--- src/rtl/sram_client_pkg.sv ---
// Shared definitions for the single-port SRAM requester: default geometry,
// arbiter priority encoding and the per-cycle grant decision type.
package sram_client_pkg;

  localparam int DEF_ADDR_W = 7;
  localparam int DEF_DATA_W = 76;
  localparam int DEF_QDEPTH = 3;

  // Arbiter priority register encoding: which side wins a contested cycle.
  localparam logic PRIO_WRITE = 1'b0;
  localparam logic PRIO_READ  = 1'b1;

  // Owner of the RW0 port in the current cycle.
  typedef enum logic [1:0] {
    GRANT_NONE  = 2'd0,
    GRANT_WRITE = 2'd1,
    GRANT_READ  = 2'd2
  } grant_e;

endpackage

--- src/rtl/sram_resp_fifo.sv ---
// Read-response queue: DEPTH x DATA_W circular buffer with explicit pointer
// wrap so that non-power-of-two depths work. Enqueue and dequeue may happen
// in the same cycle. The caller guarantees no enqueue when full and no
// dequeue when empty (credit check and valid gating in the top).
module sram_resp_fifo #(
  parameter int DEPTH  = 3,
  parameter int DATA_W = 76,
  parameter int CNT_W  = $clog2(DEPTH + 1)
) (
  input  logic              clock,
  input  logic              reset,
  input  logic              enq_i,
  input  logic [DATA_W-1:0] enq_data_i,
  input  logic              deq_i,
  output logic [DATA_W-1:0] deq_data_o,
  output logic              valid_o,
  output logic [CNT_W-1:0]  count_o
);

  localparam int PTR_W = (DEPTH > 1) ? $clog2(DEPTH) : 1;

  logic [DATA_W-1:0] mem_q [DEPTH];
  logic [PTR_W-1:0]  wr_ptr_q, wr_ptr_d;
  logic [PTR_W-1:0]  rd_ptr_q, rd_ptr_d;
  logic [CNT_W-1:0]  count_q, count_d;

  // Advance a pointer, wrapping at DEPTH-1 rather than at a power of two.
  function automatic logic [PTR_W-1:0] ptr_inc(input logic [PTR_W-1:0] ptr);
    return (ptr == PTR_W'(DEPTH - 1)) ? '0 : ptr + PTR_W'(1);
  endfunction

  // Next-state for pointers and occupancy.
  always_comb begin
    wr_ptr_d = enq_i ? ptr_inc(wr_ptr_q) : wr_ptr_q;
    rd_ptr_d = deq_i ? ptr_inc(rd_ptr_q) : rd_ptr_q;
    unique case ({enq_i, deq_i})
      2'b10:   count_d = count_q + CNT_W'(1);
      2'b01:   count_d = count_q - CNT_W'(1);
      default: count_d = count_q;
    endcase
  end

  // Payload storage written at the tail.
  // NOTE: storage is deliberately not reset; only pointers and count define
  // which entries are live, and leaving data unreset lets it map to plain
  // flops/RAM without a reset tree.
  always_ff @(posedge clock) begin
    if (enq_i) begin
      mem_q[wr_ptr_q] <= enq_data_i;
    end
  end

  // Pointer and occupancy registers.
  always_ff @(posedge clock or posedge reset) begin
    if (reset) begin
      wr_ptr_q <= '0;
      rd_ptr_q <= '0;
      count_q  <= '0;
    end else begin
      wr_ptr_q <= wr_ptr_d;
      rd_ptr_q <= rd_ptr_d;
      count_q  <= count_d;
    end
  end

  assign deq_data_o = mem_q[rd_ptr_q];
  assign valid_o    = (count_q != '0);
  assign count_o    = count_q;

endmodule

--- src/rtl/sram_sp_client.sv ---
// Requester-side controller for a single-port (RW0) SRAM macro. Arbitrates
// independent write and read request streams onto the one port, tracks the
// macro's one-cycle read latency and returns read data, oldest first,
// through a small response queue. Reads are only granted while the queue
// has a guaranteed slot (occupancy + in-flight < QDEPTH), so the capture
// of sram_rdata never needs to stall.
module sram_sp_client
  import sram_client_pkg::*;
#(
  parameter int ADDR_W = DEF_ADDR_W,
  parameter int DATA_W = DEF_DATA_W,
  parameter int QDEPTH = DEF_QDEPTH   // legal 2..8; >= 3 for one read/cycle
) (
  input  logic              clock,
  input  logic              reset,
  input  logic              io_w_valid,
  output logic              io_w_ready,
  input  logic [ADDR_W-1:0] io_w_addr,
  input  logic [DATA_W-1:0] io_w_data,
  input  logic              io_r_valid,
  output logic              io_r_ready,
  input  logic [ADDR_W-1:0] io_r_addr,
  output logic              io_resp_valid,
  input  logic              io_resp_ready,
  output logic [DATA_W-1:0] io_resp_data,
  output logic              sram_en,
  output logic              sram_wmode,
  output logic [ADDR_W-1:0] sram_addr,
  output logic [DATA_W-1:0] sram_wdata,
  input  logic [DATA_W-1:0] sram_rdata
);

  localparam int CNT_W = $clog2(QDEPTH + 1);

  logic [CNT_W-1:0] occupancy;
  logic [CNT_W:0]   credit_used;
  logic             read_eligible;
  logic             contested;
  logic             inflight_q, inflight_d;
  logic             prio_q, prio_d;
  grant_e           grant;

  // Credit check deliberately ignores a same-cycle dequeue so that
  // io_r_ready never depends combinationally on io_resp_ready.
  assign credit_used   = {1'b0, occupancy} + {{CNT_W{1'b0}}, inflight_q};
  assign read_eligible = io_r_valid && (credit_used < (CNT_W + 1)'(QDEPTH));
  assign contested     = io_w_valid && read_eligible;

  // Pick the owner of the RW0 port for this cycle.
  // NOTE: every always_comb output gets a default first, so no path leaves
  // it unassigned and no latch is inferred.
  always_comb begin
    grant = GRANT_NONE;
    if (contested) begin
      grant = (prio_q == PRIO_READ) ? GRANT_READ : GRANT_WRITE;
    end else if (io_w_valid) begin
      grant = GRANT_WRITE;
    end else if (read_eligible) begin
      grant = GRANT_READ;
    end
  end

  assign io_w_ready = (grant == GRANT_WRITE);
  assign io_r_ready = (grant == GRANT_READ);

  // Drive the macro port from the granted request; idle cycles drive zeros.
  always_comb begin
    sram_en    = 1'b0;
    sram_wmode = 1'b0;
    sram_addr  = '0;
    sram_wdata = '0;
    unique case (grant)
      GRANT_WRITE: begin
        sram_en    = 1'b1;
        sram_wmode = 1'b1;
        sram_addr  = io_w_addr;
        sram_wdata = io_w_data;
      end
      GRANT_READ: begin
        sram_en   = 1'b1;
        sram_addr = io_r_addr;
      end
      default: ;
    endcase
  end

  // Priority flips only when both sides actually competed for the port.
  assign prio_d     = contested ? ~prio_q : prio_q;
  assign inflight_d = (grant == GRANT_READ);

  // Arbiter priority and read-in-flight tracking.
  // NOTE: sequential state uses non-blocking assignments so every register
  // samples pre-edge values regardless of block ordering.
  always_ff @(posedge clock or posedge reset) begin
    if (reset) begin
      prio_q     <= PRIO_WRITE;
      inflight_q <= 1'b0;
    end else begin
      prio_q     <= prio_d;
      inflight_q <= inflight_d;
    end
  end

  // The cycle after a read grant the macro presents its data; capture it.
  sram_resp_fifo #(
    .DEPTH  (QDEPTH),
    .DATA_W (DATA_W),
    .CNT_W  (CNT_W)
  ) u_resp_fifo (
    .clock      (clock),
    .reset      (reset),
    .enq_i      (inflight_q),
    .enq_data_i (sram_rdata),
    .deq_i      (io_resp_valid && io_resp_ready),
    .deq_data_o (io_resp_data),
    .valid_o    (io_resp_valid),
    .count_o    (occupancy)
  );

endmodule
--- config.mk ---
export PLATFORM = sky130hd
export DESIGN_NAME = sram_sp_client
export DESIGN_NICKNAME = d
export VERILOG_FILES = /design/src/rtl/sram_client_pkg.sv /design/src/rtl/sram_resp_fifo.sv /design/src/rtl/sram_sp_client.sv
export SDC_FILE = /design/constraint.sdc
export NUM_CORES = 1
export LEC_CHECK = 0
export BUFFER_PORTS_ARGS = -buffer_cell sky130_fd_sc_hd__buf_2
export CAP_MARGIN = 20
export CORE_MARGIN = 1
export CORE_UTILIZATION = 54
export CTS_BUF_LIST = sky130_fd_sc_hd__clkbuf_16
export DETAILED_ROUTE_END_ITERATION = 16
export HOLD_SLACK_MARGIN = 0.08
export PLACE_DENSITY = 0.95
export REMOVE_ABC_BUFFERS = 1
export SYNTH_ARGS = -nofsm -noshare
export SYNTH_HDL_FRONTEND = slang
export SYNTH_SLANG_ARGS = --single-unit
--- constraint.sdc ---
create_clock -name clock -period 9.35 [get_ports clock]
set_input_delay 0.4675 -clock clock [delete_from_list [all_inputs] [get_ports clock]]
set_output_delay 0.4675 -clock clock [all_outputs]
set_load 0.005 [all_outputs]
Word level (Yosys, flattened, before mapping)
Memories as Yosys holds them, arrays and structs flattened.
Cells that the tools add are included.
{"block": "word_totals", "register_bits": 8, "mem_bits_rw": 228, "input_bits": 171, "output_inout_bits": 164, "n_memories": 1}
{"memory": "u_resp_fifo.mem_q", "words": 3, "word_bits": 76, "read_ports": 1, "rd_clocked_by_memory_dff": 0, "wr": 1, "line": "sram_resp_fifo.sv:22", "text": "logic [DATA_W-1:0] mem_q [DEPTH];"}
{"block": "op_classes", "add_sub_neg": 5, "n_lt_le_gt_ge": 1, "eq_ne": 6, "mux": 13, "bitwise_logic": 1, "reduce_logical": 6}
{"operator": "two-way mux 76 bit", "count": 1}
{"operator": "case mux 7 bit (2 select lines)", "count": 1}
{"operator": "two-way mux 2 bit", "count": 6}
{"operator": "== test 2 bit, second input constant", "count": 4}
{"operator": "adder 2 x 1 -> 2 bit, second input constant", "count": 3}
{"operator": "== test 2 x 1 -> 1 bit, second input constant", "count": 2}
{"operator": "two-way mux 1 bit", "count": 4}
{"operator": "case mux 2 bit (2 select lines)", "count": 1}
{"operator": "nonzero test 2 bit", "count": 2}
{"operator": "adder 2 x 1 -> 3 bit", "count": 1}
{"operator": "logical AND 1 bit", "count": 3}
{"operator": "less-than comparator 3 x 2 -> 1 bit, second input constant", "count": 1}
{"operator": "OR reduction 2 bit", "count": 1}
{"operator": "subtractor 2 x 1 -> 2 bit, second input constant", "count": 1}
{"operator": "NOT 1 bit", "count": 1}

Logic depth before layout (Yosys ltp)
{"block": "logic_depth", "depth_word": 9, "depth_mapped": 9, "depth_no_buf": 8}

Hierarchy
Synthesis repeated with hierarchy kept, for this count alone.
{"block": "unflattened", "cells_unflattened": 627, "area_unflattened_um2": 9569.2}
{"module": "sram_resp_fifo", "n_inst": 1, "cells_per_inst": 508, "area_each_um2": 8734.6}
{"module": "sram_sp_client", "n_inst": 1, "cells_per_inst": 119, "area_each_um2": 834.6}

Worst setup path before layout
No wires, ideal clock.
{"block": "synth_path", "path_kind": "register to register", "startpoint": "register u_resp_fifo.wr_ptr_q[1]", "endpoint": "memory u_resp_fifo.mem_q[0][0] (enable)", "setup_ps": 512, "arrival_ps": 3722, "required_ps": 8838, "setup_slack_ps": 5116, "stages_incl_launch_ff": 3, "path_buffers": 0, "period_less_slack_ps": 4234, "cell_sequence": "dfrtp_1 > nand2b_1 > nor2_1"}
{"item": "from (decl)", "line": "sram_resp_fifo.sv:23", "text": "logic [PTR_W-1:0] wr_ptr_q, wr_ptr_d;"}
{"item": "from (signal assigned)", "line": "sram_resp_fifo.sv:60", "text": "wr_ptr_q <= wr_ptr_d;"}
{"item": "to (decl)", "line": "sram_resp_fifo.sv:22"}
Straight into the memory's write port.

Worst setup path after layout
{"block": "layout_path", "startpoint": "register u_resp_fifo.count_q[0], in the netlist u_resp_fifo.count_o[0]", "endpoint": "output port sram_wdata[45]"}
{"block": "layout_via", "elab_chain_len": 8, "elab_cells_between_ends": 9, "cone_classes": "add/sub (1); order compare (1); eq/ne (1); mux (4); reduce/logical (2)"}
{"item": "from (decl)", "line": "sram_resp_fifo.sv:25", "text": "logic [CNT_W-1:0] count_q, count_d;"}
{"item": "from (signal assigned)", "line": "sram_resp_fifo.sv:62", "text": "count_q <= count_d;"}
{"item": "adder 2 x 1 -> 3 bit (*)", "line": "sram_sp_client.sv:45", "text": "assign credit_used = {1'b0, occupancy} + {{CNT_W{1'b0}}, inflight_q};"}
{"item": "less-than comparator 3 x 2 -> 1 bit (*)", "line": "sram_sp_client.sv:46", "text": "assign read_eligible = io_r_valid && (credit_used < (CNT_W + 1)'(QDEPTH));"}
{"item": "logical AND 1 bit (*)", "line": "sram_sp_client.sv:46"}
{"item": "two-way mux 2 bit", "line": "sram_sp_client.sv:58", "text": "end else if (read_eligible) begin"}
{"item": "two-way mux 2 bit", "line": "sram_sp_client.sv:56", "text": "end else if (io_w_valid) begin"}
{"item": "two-way mux 2 bit (*)", "line": "sram_sp_client.sv:54", "text": "if (contested) begin"}
{"item": "== test 2 x 1 -> 1 bit (*)", "line": "sram_sp_client.sv:72", "text": "unique case (grant)"}
{"item": "two-way mux 76 bit (*)", "line": "sram_sp_client.sv:72"}
{"item": "to (decl)", "line": "sram_sp_client.sv:29", "text": "output logic [DATA_W-1:0] sram_wdata,"}
Mark *: on every way between the ends. The rest lies on a longest branch, timed or not.

==> out/metrics.csv <==
stage;metric;value;unit
worst_setup_path;critPathArrivalTime;2.85;ns
yosys;async_flop_share;3.39;%
yosys;synth_top_area_share;72.1;%
drt;wirelength;25000;um
die;ios;335;
clocking;htree_levels;1;
sta;fin_tns_setup;0;ns
layout;layout.nets;1131;
layout;finalInstanceArea;12000;um^2
min_path;worstHoldPathCells;1;
layout;fillers;1152;
worst_setup_path;regToRegSetupSlack;6.93;ns
yosys;avgSynthCellArea;15.2;um^2
worst_setup_path;startpoint_type;flop;
yosys;synth_commonest_cells;edfxtp_1 (228), nand2_1 (78), and2_1 (76), mux2i_1 (76), o21ai_0 (71);
sta;slew_viol_final;0;
pwr;p_total;0.00321;W
clocking;insertion_delay;0.49;ns
pwr;peakVddDrop;0.000174;V
worst_setup_path;ff2ff_path_depth;3;
worst_setup_path;crit_path_end_kind;primary output;
global_route;grt_pass1_vias;6209;
global_route;grt-ovfl-total;0;
layout;fin_cells;1198;
sta;fmaxAchievable;301;MHz
place;place_inst;1154;
sta;hold_viol;0;
worst_setup_path;slowest_delay;0.43;ns
min_path;whs_endpoint;u_resp_fifo.mem_q[2][25];
die;dieArea;18100;um^2
worst_setup_path;worstSetupPathType;reg2out;
drt;postRouteAntennaNets;0;
drt;drt_iter0_drc;336;
place;place_area;11300;um^2
yosys;synth_cells;627;
sta;rsz0062_at_grt;no;
place;port_buffers;334;
yosys;synth_area;9500;um^2
drt;routedWlPerCell;20.9;um
place;place_ws;6.12;ns
die;chipWidth;135;um
global_route;grt_pass1_wl;35000;um
drt;drc;0;
yosys;yosys-top-cells-area;edfxtp_1 (72%), mux2i_1 (8.0%), and2_1 (5.0%), o21ai_0 (3.7%), nand2_1 (3.1%);
die;start_util;55.1;%
drt;avgViaCountPerCell;5.29;
yosys;synth-seq-cells;236;
yosys;yosysSeqAreaShare;74.2;%
drt;num_vias;6343;
sta;fin_crit_sh;35.5;%
sta;setup-violations-final;0;
min_path;min_from;sram_rdata[25];
worst_setup_path;critical_path.cell_chain;ha_1 > ha_1 > nand2_1 > and3b_1 > a21oi_1 > ha_2 > buf_12 > and2_1 > buf_2;
clocking;cts_root_buf;clkbuf_16;
sta;relSlewSlack;27.6;%
sta;setup_ws;6.03;ns
die;coreArea;17200;um^2
global_route;globalRouteTotalUtil;26.8;%
clocking;cts_inserted_buffers;22;
clocking;ctsResizeCount;0;
layout;drive_gt1_share;38.9;%
yosys;synth_area_leader_cell;edfxtp_1;
run_status;status;completed;
worst_setup_path;r2r-end;u_resp_fifo.mem_q[0][58];
yosys;yosysMostFrequentCell;edfxtp_1;
worst_setup_path;path_common_cell;ha_1;
die;rows;48;
drt;drtPass1Iterations;4;
yosys;synth-edff-count;228;
clocking;post_cts_buffers;0;
worst_setup_path;crit_required;8.88;ns
yosys;netlist-cell-type-count;28;
run;max_cap_violations;0;
clocking;path_clk_slew;0.06;ns
pwr;power_density;268;nW/um^2
global_route;grt_max_degree;113;
clocking;clock-sinks;236;
die;die_h;135;um
clocking;ctsLongestPathBuffers;3;
min_path;hold_class;in2reg;
sta;fin_skew;0.0157;ns
worst_setup_path;slowest_stage;dfrtp_1;
place;dp_hpwl;18400;um
place;gp_congestion;0.934;
clocking;cts_tree;yes;
sta;period_minus_slack;3.32;ns
sta;worst_pin_slew;1.09;ns
yosys;yosysWarnings;0;
yosys;synthFlopType;edfxtp_1;
layout;area_growth;26.4;%
global_route;antenna_found_initial;3;
worst_setup_path;crit_fanout;76;
pwr;leakage;4.93;nW
worst_setup_path;reg2reg_from;u_resp_fifo.wr_ptr_q[1];
placed cells by master, fill, tap and decap left out, drive strengths merged:
cell           n
and3           1
clkinv         8
xor2           2
nor3           1
and2          76
bufinv         1
nor2          10
o21ai         79
dlygate4sd3    1
a21o           4
nand2b         2
diode          3
a21oi          1
inv           12
clkbuf        23
and4b          1
or2            1
edfxtp       228
mux2i         76
clkinvlp       1
a22oi          7
dfrtp          8
buf          340
xnor2          2
nand2         78
ha             5
o21a           1
and3b          1
where the power goes:
group          total [W]  leakage, nW  internal, W  switching, W
Clock           0.000822        0.354     0.000472      0.000350
Sequential       0.00141         2.16      0.00132     0.0000856
Combinational   0.000981         2.42     0.000433      0.000549
Total            0.00321         4.93      0.00223      0.000984
stage by stage:
stage,hold slack [ns],utilization (%)
2_1_floorplan,0.283,-
3_3_place_gp,0.423,65.5
3_5_place_dp,0.429,65.5
4_1_cts,0.161,69.5
5_1_grt,0.158,69.6
6_report,0.176,69.7
state kept, by name (all words and copies together), names as in the netlist:
register / count
u_resp_fifo.mem_q: 228
u_resp_fifo.count_o: 2
u_resp_fifo.rd_ptr_q: 2
u_resp_fifo.wr_ptr_q: 2
inflight_q: 1
prio_q: 1
layer usage:
| metal | track usage, % | up-vias | part of all wire (%) |
|---|---|---|---|
| met2 | 48.2 | 341 | 52 |
| met5 | 0 | - | 0.040 |
| li1 | - | 2945 | - |
| met4 | 10.0 | 2 | 3.2 |
| met1 | 30.7 | 3019 | 35 |
| met3 | 6.94 | 36 | 9.4 |
worst max-delay path, delay by kind of cell, from the launching register on:
kind | cells | cell delay, ns
DFF | 1 | 0.43
AOI/OAI and AO/OA | 1 | 0.17
buffers and inverters | 2 | 0.40
and+or+nand+nor | 3 | 0.50
adders and majority gates | 3 | 0.82
cells by family after synthesis:
family	count (synthesis)	synth area share (%)
simple gates	171	9.00
fa+ha+maj	5	0.659
buf+inv	43	2.62
flops	236	74.2
xor+xnor	4	0.369
mux	76	8.01
compound gates	92	5.16
layout make-up:
cell class                      instances  area (um^2)  share of cell area, %
Antenna cell                            3         7.51                 0.0625
Clock buffer                           23          576                   4.79
Clock inverter                         16          100                  0.834
Inverter                                6         22.5                  0.188
Multi-Input combinational cell        348         2230                   18.5
Sequential cell                       236         7050                   58.8
Tap cell                              225          282                   2.34
Timing Repair Buffer                  341         1740                   14.5
repair_timing:
action	CTS	global route
endpoints found under the hold margin	8	0
hold buffers	1	0
setup endpoints to repair	0	0
worst max path at each step:
| stage | from | to | slack, ns | cells past startpoint |
|---|---|---|---|---|
| floorplan | u_resp_fifo.wr_ptr_q[1] | u_resp_fifo.mem_q[0][0] | 5.12 | 2 |
| global placement | u_resp_fifo.count_o[0] | sram_wdata[55] | 6.20 | 8 |
| detailed placement | u_resp_fifo.count_o[0] | sram_wdata[55] | 6.12 | 8 |
| CTS | u_resp_fifo.count_o[0] | sram_wdata[55] | 5.60 | 8 |
| global route | u_resp_fifo.count_o[0] | sram_wdata[13] | 5.90 | 9 |
| finish | u_resp_fifo.count_o[0] | sram_wdata[45] | 6.03 | 9 |
No activity file was read; power rests on OpenSTA's default activity.
